==> src/rtl/counter_ctrl_pkg.sv <==
// Shared types and default constants for the mod-16 counter input-conditioning stage.
package counter_ctrl_pkg;

  typedef enum logic [1:0] {
    IDLE  = 2'd0,
    CLEAR = 2'd1,
    HOLD  = 2'd2
  } ctrl_state_t;

  localparam int DEBOUNCE_CYCLES_DEF = 500000;
  localparam int CLR_CYCLES_DEF      = 2;

endpackage

==> src/rtl/debouncer.sv <==
// Two-flop synchroniser followed by a stability counter; upd strobes on the
// cycle a new level is accepted into stable.
module debouncer
  import counter_ctrl_pkg::*;
#(
  parameter int DEBOUNCE_CYCLES = DEBOUNCE_CYCLES_DEF
) (
  input  logic clk,
  input  logic reset,
  input  logic din_raw,
  output logic stable,
  output logic upd
);

  localparam int CW = $clog2(DEBOUNCE_CYCLES);
  localparam logic [CW-1:0] CNT_LAST = CW'(DEBOUNCE_CYCLES - 1);

  logic          sync1_reg;
  logic          sync2_reg;
  logic [CW-1:0] cnt_reg;

  assign upd = (sync2_reg != stable) && (cnt_reg == CNT_LAST);

  always_ff @(posedge clk or negedge reset) begin
    if (!reset) begin
      sync1_reg <= 1'b0;
      sync2_reg <= 1'b0;
      stable    <= 1'b0;
      cnt_reg   <= '0;
    end else begin
      sync1_reg <= din_raw;
      sync2_reg <= sync1_reg;
      // Any return to the accepted level throws away the partial count.
      if (sync2_reg == stable) begin
        cnt_reg <= '0;
      end else if (upd) begin
        stable  <= sync2_reg;
        cnt_reg <= '0;
      end else begin
        cnt_reg <= cnt_reg + 1'b1;
      end
    end
  end

endmodule

==> src/rtl/mod16_counter_ctrl.sv <==
// Debounces the clear button and direction switch and sequences the counter's
// synchronous reset so every clear or direction change reloads it cleanly.
module mod16_counter_ctrl
  import counter_ctrl_pkg::*;
#(
  parameter int DEBOUNCE_CYCLES = DEBOUNCE_CYCLES_DEF,
  parameter int CLR_CYCLES      = CLR_CYCLES_DEF
) (
  input  logic       clk,
  input  logic       reset,
  input  logic       btn_clear,
  input  logic       sw_down,
  output logic       count_reset,
  output logic       count_down,
  output logic [1:0] state_dbg
);

  localparam int BTN = 0;
  localparam int DIR = 1;
  localparam int CCW = (CLR_CYCLES > 1) ? $clog2(CLR_CYCLES) : 1;
  localparam logic [CCW-1:0] CLR_LAST = CCW'(CLR_CYCLES - 1);

  logic [1:0] raw_in;
  logic [1:0] deb_stable;
  logic [1:0] deb_upd;

  assign raw_in = {sw_down, btn_clear};

  genvar gi;
  generate
    for (gi = 0; gi < 2; gi++) begin : g_deb
      debouncer #(
        .DEBOUNCE_CYCLES(DEBOUNCE_CYCLES)
      ) u_deb (
        .clk    (clk),
        .reset  (reset),
        .din_raw(raw_in[gi]),
        .stable (deb_stable[gi]),
        .upd    (deb_upd[gi])
      );
    end
  endgenerate

  logic press;
  logic release_evt;
  logic dir_chg;
  logic clr_level_next;

  assign press          = deb_upd[BTN] & ~deb_stable[BTN];
  assign release_evt    = deb_upd[BTN] &  deb_stable[BTN];
  assign dir_chg        = deb_upd[DIR];
  // Level the clear debouncer will hold after this edge, so a release
  // accepted on the CLEAR exit edge does not strand the FSM in HOLD.
  assign clr_level_next = deb_stable[BTN] ^ deb_upd[BTN];

  ctrl_state_t    state_reg;
  ctrl_state_t    state_next;
  logic [CCW-1:0] clr_cnt_reg;
  logic [CCW-1:0] clr_cnt_next;

  always_ff @(posedge clk or negedge reset) begin
    if (!reset) begin
      state_reg   <= CLEAR;
      clr_cnt_reg <= '0;
    end else begin
      state_reg   <= state_next;
      clr_cnt_reg <= clr_cnt_next;
    end
  end

  always_comb begin
    state_next   = state_reg;
    clr_cnt_next = clr_cnt_reg;
    case (state_reg)
      IDLE: begin
        if (press || dir_chg) begin
          state_next   = CLEAR;
          clr_cnt_next = '0;
        end
      end
      CLEAR: begin
        if (dir_chg) begin
          clr_cnt_next = '0;
        end else if (clr_cnt_reg == CLR_LAST) begin
          state_next   = clr_level_next ? HOLD : IDLE;
          clr_cnt_next = '0;
        end else begin
          clr_cnt_next = clr_cnt_reg + 1'b1;
        end
      end
      HOLD: begin
        if (release_evt) begin
          state_next = IDLE;
        end
      end
      default: begin
        state_next   = IDLE;
        clr_cnt_next = '0;
      end
    endcase
  end

  assign count_reset = (state_reg != IDLE);
  assign count_down  = deb_stable[DIR];
  assign state_dbg   = state_reg;

endmodule

==> config.mk <==
export PLATFORM = sky130hd
export DESIGN_NAME = mod16_counter_ctrl
export DESIGN_NICKNAME = d
export VERILOG_FILES = /design/src/rtl/counter_ctrl_pkg.sv /design/src/rtl/debouncer.sv /design/src/rtl/mod16_counter_ctrl.sv
export SDC_FILE = /design/constraint.sdc
export NUM_CORES = 1
export LEC_CHECK = 0
export ABC_AREA = 1
export ABC_CLOCK_PERIOD_IN_PS = 2200
export CAP_MARGIN = 15
export CORE_MARGIN = 5
export CORE_UTILIZATION = 56
export CTS_CLUSTER_DIAMETER = 200
export DETAILED_ROUTE_END_ITERATION = 7
export PLACE_DENSITY = 0.71
export RECOVER_POWER = 100
export SLEW_MARGIN = 10
export SYNTH_ARGS = -nofsm -noshare
export SYNTH_HDL_FRONTEND = slang
export SYNTH_SLANG_ARGS = --single-unit
==> constraint.sdc <==
create_clock -name clk -period 2.2 [get_ports clk]
set_clock_uncertainty 0.2 [all_clocks]
set_input_delay 0.55 -clock clk [delete_from_list [all_inputs] [get_ports clk]]
set_output_delay 0.55 -clock clk [all_outputs]
set_load 0.01 [all_outputs]
==> results of run 1 <==
## cell families (layout without fill, tap and decap cells)
logic type,after synthesis,in the layout
AND/OR/NAND/NOR,212,212
AO/OA/AOI/OAI,18,18
buffers and inverters,55,73
XOR/XNOR,14,14
flip-flops,47,47
adder cells (fa/ha/maj),2,2
## worst max path at each step
| stage | start | endpoint | slack, ns | cells past startpoint |
|---|---|---|---|---|
| 2_1_floorplan | g_deb[1].u_deb.cnt_reg[0] | clr_cnt_reg | 0.54 | 10 |
| 4_1_cts | state_dbg[0] | state_dbg[0] | 0.04 | 1 |
| 6_report | state_dbg[0] | state_dbg[0] | 0.06 | 1 |
| 5_1_grt | g_deb[0].u_deb.cnt_reg[0] | g_deb[0].u_deb.cnt_reg[18] | 0.02 | 11 |
| 3_5_place_dp | g_deb[1].u_deb.cnt_reg[0] | g_deb[1].u_deb.cnt_reg[11] | 0.25 | 10 |
| 3_3_place_gp | state_dbg[0] | count_reset | 0.30 | 3 |
## cell type report
class / instances / area [um2]
clock buffers: 6 / 72.6
clock inverters: 2 / 12.5
fillers: 394 / 1630
inverters: 55 / 206
multi-input cells: 246 / 1200
flip-flops and latches: 47 / 1180
well taps: 52 / 65.1
repair buffers: 10 / 76.3
## metrics by stage
step	hold WS [ns]	total power, W	std cells	area [um2]
2_1_floorplan	0.0544	0.000931	348	2620
3_3_place_gp	0.132	0.000968	410	2780
3_5_place_dp	0.135	0.000971	410	2780
4_1_cts	0.0251	0.00148	418	2870
5_1_grt	0.160	0.00153	418	2810
6_report	0.154	0.00146	418	2810
## routing by layer
layer  vias up  wire [um]  global-route usage (%)
met5         -          0                       0
met4         0         50                    5.94
met3         4        100                    3.89
met2        16       2290                    29.0
met1       992       2570                    25.1
li1       1113          -                       -
## where the power goes
part / total (W) / internal, W / switching, W / leakage, nW
Sequential: 0.000884 / 0.000876 / 0.00000810 / 0.639
Combinational: 0.0000614 / 0.0000170 / 0.0000444 / 0.636
Clock: 0.000511 / 0.000223 / 0.000289 / 0.0412
## Yosys cell counts, types with 2 or more instances
master	number	area share, %
nor2_4	6	2.6
nor2_2	5	1.2
nor3_1	15	2.9
xor2_1	12	4.0
ha_1	2	0.96
nor3b_1	4	1.1
nand3_2	2	0.77
o21ai_0	7	1.3
inv_1	51	7.3
nor2_1	69	9.9
nand2_1	68	9.8
a21oi_1	10	1.9
nand2_2	5	1.2
dfrtp_1	46	44
xnor2_1	2	0.67
nand4_1	3	0.72
nand3_1	28	5.4
inv_2	4	0.57
## timing repair
action	CTS	global route
setup buffers	0	0
hold buffers	0	0
setup endpoints to repair	1	0
resized for setup	1	0
==> results.ini, run 1 <==
[synthesis]
ys_warn_count = 0
synth-simple-area-share_pct = 38.0
synthMuxAreaShare_pct = 0
syn_area_per_cell_um2 = 7.52
ys_ff_latch = 47
synth_edf_count = 0
synth_area_um2 = 2620
synth_nets = 354
async_flop_share_pct = 100
synth_xor_area_share_pct = 4.69
synthAdderAreaFrac_pct = 0.956
synthDistinctLibCells = 27
seq_area_frac_synth_pct = 45.0
synth_compound_area_share_pct = 3.44
ys.flop_type = dfrtp_1
syn_inst = 348
synth_top_family_by_area = simple AND/OR/NAND/NOR gates

[layout]
diodes = 0
area_growth_pct = 7.46
layout_commonest_cell = nor2_1
fin_nets = 371
drive_gt1_share_pct = 7.92
largest_register_ffs = 38
layout_common_cells = nor2_1, nand2_1, inv_1
utilization_pct = 63.3

[worst_setup_path]
cp_max_fo = 4
r2r_start = g_deb[0].u_deb.cnt_reg[0]
crit_path_max_incr_delay_ns = 0.56
setup.worst_path.start_class = flip-flop
crit_family = flip-flops
r2r_cells = 8
critPathCaptureType = output pin
r2r_slack_ns = 0.15
critical_path_buf_inv_count = 1
worstReg2RegEnd = g_deb[0].u_deb.cnt_reg[17]
path_class = reg2out
arrival_ns = 1.39
cp.required_ns = 1.45
path_cells = clkdlybuf4s50_1
worst_path_max_delay_cell = dfstp_2

[clocking]
root_buffer = clkbuf_8
insertion_delay_ns = 0.30
clkTransAtPathRegs_ns = 0.09
clkSinkCount = 47
clk_path_buf_depth = 2
cts_tree = yes
htree_levels = 2
cts-buffers-inserted = 5

[detailed_routing]
viasPerCell = 5.08
drt_iter0_drc = 131
wl_per_cell_um = 12.0
antenna_left = 0
route.vias.total = 2125
drc = 0
firstDrtPassIters = 4
routed_wirelength_mm = 5.00

[timing]
hold_viol = 0
final-max-slew-violation-count = 0
setup_violations = 0
final.setup.tns_ns = 0
clock.fmax_mhz = 467
min_period_ns = 2.14
min_period_over_period_pct = 97.2
worst_slew_pin_slew_ns = 1.16
relSlewSlack_pct = 22.9
rsz0062_at_grt = no
setup_ws_ns = 0.0607

[hold_path]
hold_class = reg2reg
min_from = g_deb[0].u_deb.sync1_reg
hold_depth = 0
worstHoldEndpoint = g_deb[0].u_deb.sync2_reg

[die]
die_y_um = 78.4
io_pins = 8
fp.dieW_um = 78.4
die_area_um2 = 6140
core.rowCount = 24
initial_core_util_pct = 58.9
core_um2 = 4440

[placed_design]
dpl.hpwl_mm = 3.81
port_buffers = 7
gp_congestion = 0.869
pre_cts_ws_ns = 0.251

[power]
vdd_drop_max_mv = 0.305
total_leakage_power_nw = 1.32
power_density_nw_per_um2 = 518

[grt]
grt_overflow_total = 0
grt_max_degree = 48
grt_pass1_vias = 1983
antenna_found_initial = 0
grt_util_all_layers_pct = 18.3
grt_pass1_wl_mm = 9.00

[status]
status = finished, final reports clean

[job]
max-cap-violations = 0

No activity file was read; power rests on OpenSTA's default activity.
==> run 2: changes to the inputs <==
==> constraint.sdc (replaced) <==
create_clock -name clk -period 2.2 [get_ports clk]
set_clock_uncertainty 0.2 [all_clocks]
set_input_delay 0.44 -clock clk [delete_from_list [all_inputs] [get_ports clk]]
set_output_delay 0.44 -clock clk [all_outputs]
set_load 0.01 [all_outputs]
==> run 2 against run 1 <==
Compared with the run above: critical path depth grew 7; worst hold slack gained 0.0043 ns; flip-flop and latch count is the same; final area grew 2.6%; cell count grew 0.24%; sequential share of layout area shrank 1.1 points; via count grew 0.24%; critical path type is now reg2reg; clock power grew 44%.
==> results.ini, run 2 (synthesized netlist as in run 1, its figures left out) <==
[status]
status = finished, final reports clean  ; unchanged

[worst_setup_path]
crit_path_max_incr_delay_ns = 0.38  ; was 0.56 ns
arrival_ns = 2.00  ; was 1.39 ns
r2r_cells = 8  ; unchanged
r2r_start = g_deb[0].u_deb.cnt_reg[0]  ; unchanged
cp.required_ns = 2.17  ; was 1.45 ns
cp_max_fo = 8  ; was 4
setup.worst_path.start_class = flip-flop  ; unchanged
critical_path_buf_inv_count = 2  ; was 1
path_class = reg2reg  ; was reg2out
path_cells = ha_1, nand3_1, inv_1, nand3_1, nor2_1, nor2_4, inv_1, nor3b_1  ; was clkdlybuf4s50_1
r2r_slack_ns = 0.17  ; was 0.15 ns
worstReg2RegEnd = g_deb[0].u_deb.cnt_reg[3]  ; was g_deb[0].u_deb.cnt_reg[17]
crit_family = simple AND/OR/NAND/NOR gates  ; was flip-flops
critPathCaptureType = flip-flop  ; was output pin
worst_path_max_delay_cell = dfrtp_1  ; was dfstp_2

[die]
initial_core_util_pct = 58.9  ; unchanged
core_um2 = 4440  ; unchanged
io_pins = 8  ; unchanged
die_y_um = 78.4  ; unchanged
die_area_um2 = 6140  ; unchanged
core.rowCount = 24  ; unchanged
fp.dieW_um = 78.4  ; unchanged

[timing]
setup_violations = 0  ; unchanged
worst_slew_pin_slew_ns = 1.11  ; was 1.16 ns
final-max-slew-violation-count = 0  ; unchanged
hold_viol = 0  ; unchanged
min_period_ns = 2.03  ; was 2.14 ns
relSlewSlack_pct = 25.7  ; was 22.9%
final.setup.tns_ns = 0  ; unchanged
rsz0062_at_grt = no  ; unchanged
min_period_over_period_pct = 92.2  ; was 97.2%
clock.fmax_mhz = 493  ; was 467 MHz

[detailed_routing]
routed_wirelength_mm = 5.15  ; was 5.00 mm
drt_iter0_drc = 186  ; was 131
drc = 0  ; unchanged
firstDrtPassIters = 5  ; was 4
wl_per_cell_um = 12.3  ; was 12.0 um
antenna_left = 0  ; unchanged
viasPerCell = 5.08  ; about the same
route.vias.total = 2130  ; was 2125

[clocking]
clk_path_buf_depth = 2  ; unchanged
postCtsSetupBuffers = 0  ; unchanged
clkTransAtPathRegs_ns = 0.09  ; about the same
clkSinkCount = 47  ; unchanged
cts_tree = yes  ; unchanged
root_buffer = clkbuf_8  ; unchanged
cts-buffers-inserted = 5  ; unchanged
insertion_delay_ns = 0.29  ; was 0.30 ns
htree_levels = 2  ; unchanged

[layout]
multiInputGateArea_um2 = 1200  ; unchanged
area_growth_pct = 10.2  ; was 7.46%
layout_common_cells = nor2_1, nand2_1, inv_1  ; unchanged
drive_gt1_share_pct = 7.08  ; was 7.92%
diodes = 0  ; unchanged
fin_nets = 372  ; was 371
seq_area_um2 = 1180  ; unchanged
layout_commonest_cell = nor2_1  ; unchanged
largest_register_ffs = 38  ; unchanged
fillCellCount = 395  ; was 394

[grt]
grt_overflow_total = 0  ; unchanged
grt_max_degree = 29  ; was 48
grt_util_all_layers_pct = 18.6  ; was 18.3%
grt_pass1_wl_mm = 9.11  ; was 9.00 mm
antenna_found_initial = 0  ; unchanged
grt_pass1_vias = 2036  ; was 1983

[power]
vdd_drop_max_mv = 0.428  ; was 0.305 mV
power_density_nw_per_um2 = 585  ; was 518 nW/um2
total_power_w = 0.00169  ; was 0.00146 W
total_leakage_power_nw = 1.34  ; was 1.32 nW

[placed_design]
gp_congestion = 0.902  ; was 0.869
port_buffers = 7  ; unchanged
dpl.hpwl_mm = 4.02  ; was 3.81 mm

[hold_path]
worstHoldEndpoint = g_deb[1].u_deb.sync2_reg  ; was g_deb[0].u_deb.sync2_reg
hold_class = reg2reg  ; unchanged
hold_depth = 0  ; unchanged
min_from = g_deb[1].u_deb.sync1_reg  ; was g_deb[0].u_deb.sync1_reg

[job]
max-cap-violations = 0  ; unchanged

[run 2: worst register-to-register path, cell delays in order (launching register included)]
cell,delay [ns]
dfrtp_1,0.38
ha_1,0.19
nand3_1,0.21
inv_1,0.17
nand3_1,0.10
nor2_1,0.23
nor2_4,0.09
inv_1,0.23
nor3b_1,0.10
[run 2: worst max path at each step]
stage / startpoint / depth (start not counted) / slack (ns) / to
floorplan: g_deb[1].u_deb.cnt_reg[0] / 10 / 0.54 / clr_cnt_reg
global placement: g_deb[1].u_deb.cnt_reg[0] / 10 / 0.39 / g_deb[1].u_deb.cnt_reg[14]
detailed placement: g_deb[1].u_deb.cnt_reg[0] / 10 / 0.33 / g_deb[1].u_deb.cnt_reg[11]
CTS: state_dbg[0] / 3 / 0.05 / count_reset
global route: g_deb[1].u_deb.cnt_reg[0] / 10 / 0.08 / g_deb[1].u_deb.cnt_reg[12]
finish: g_deb[0].u_deb.cnt_reg[0] / 8 / 0.17 / g_deb[0].u_deb.cnt_reg[3]
[run 2: area by class of cell]
cell class	count	area share (%)
Multi-Input combinational cell	246	41.6
Tap cell	52	2.26
Clock inverter	2	2.08
Sequential cell	47	40.8
Clock buffer	6	2.52
Timing Repair Buffer	11	3.51
Inverter	55	7.16
[run 2: timing repair]
item / in CTS / in global routing
hold endpoints to repair: 18 / 0
resized for setup: 0 / 1
hold buffers: 1 / 0
endpoints found under the setup margin: 0 / 1
[run 2: layer usage]
layer,vias up,global-route usage [%],share of wire (%)
li1,1116,-,-
met1,972,27.4,52
met2,38,27.8,43
met3,4,4.12,4.8
met4,0,4.72,0.85
met5,-,0,0
[run 2: where the power goes]
part           switching [W]   total, W  leakage [nW]  internal, W
sequential        0.00000804   0.000884         0.639     0.000876
combinational      0.0000436  0.0000645         0.638    0.0000209
clock               0.000284   0.000738        0.0654     0.000454
[run 2: per-stage QoR]
stage	area, um2	setup WS [ns]	instances	util [%]	hold slack [ns]
after global placement	2780	0.389	410	62.6	0.133
after detailed placement	2780	0.328	410	62.6	0.140
final	2880	0.171	419	64.9	0.158
after floorplan	2620	0.536	348	-	-0.0556
after CTS	2920	0.0481	419	65.8	0.159
after global routing	2880	0.0780	419	64.9	0.162
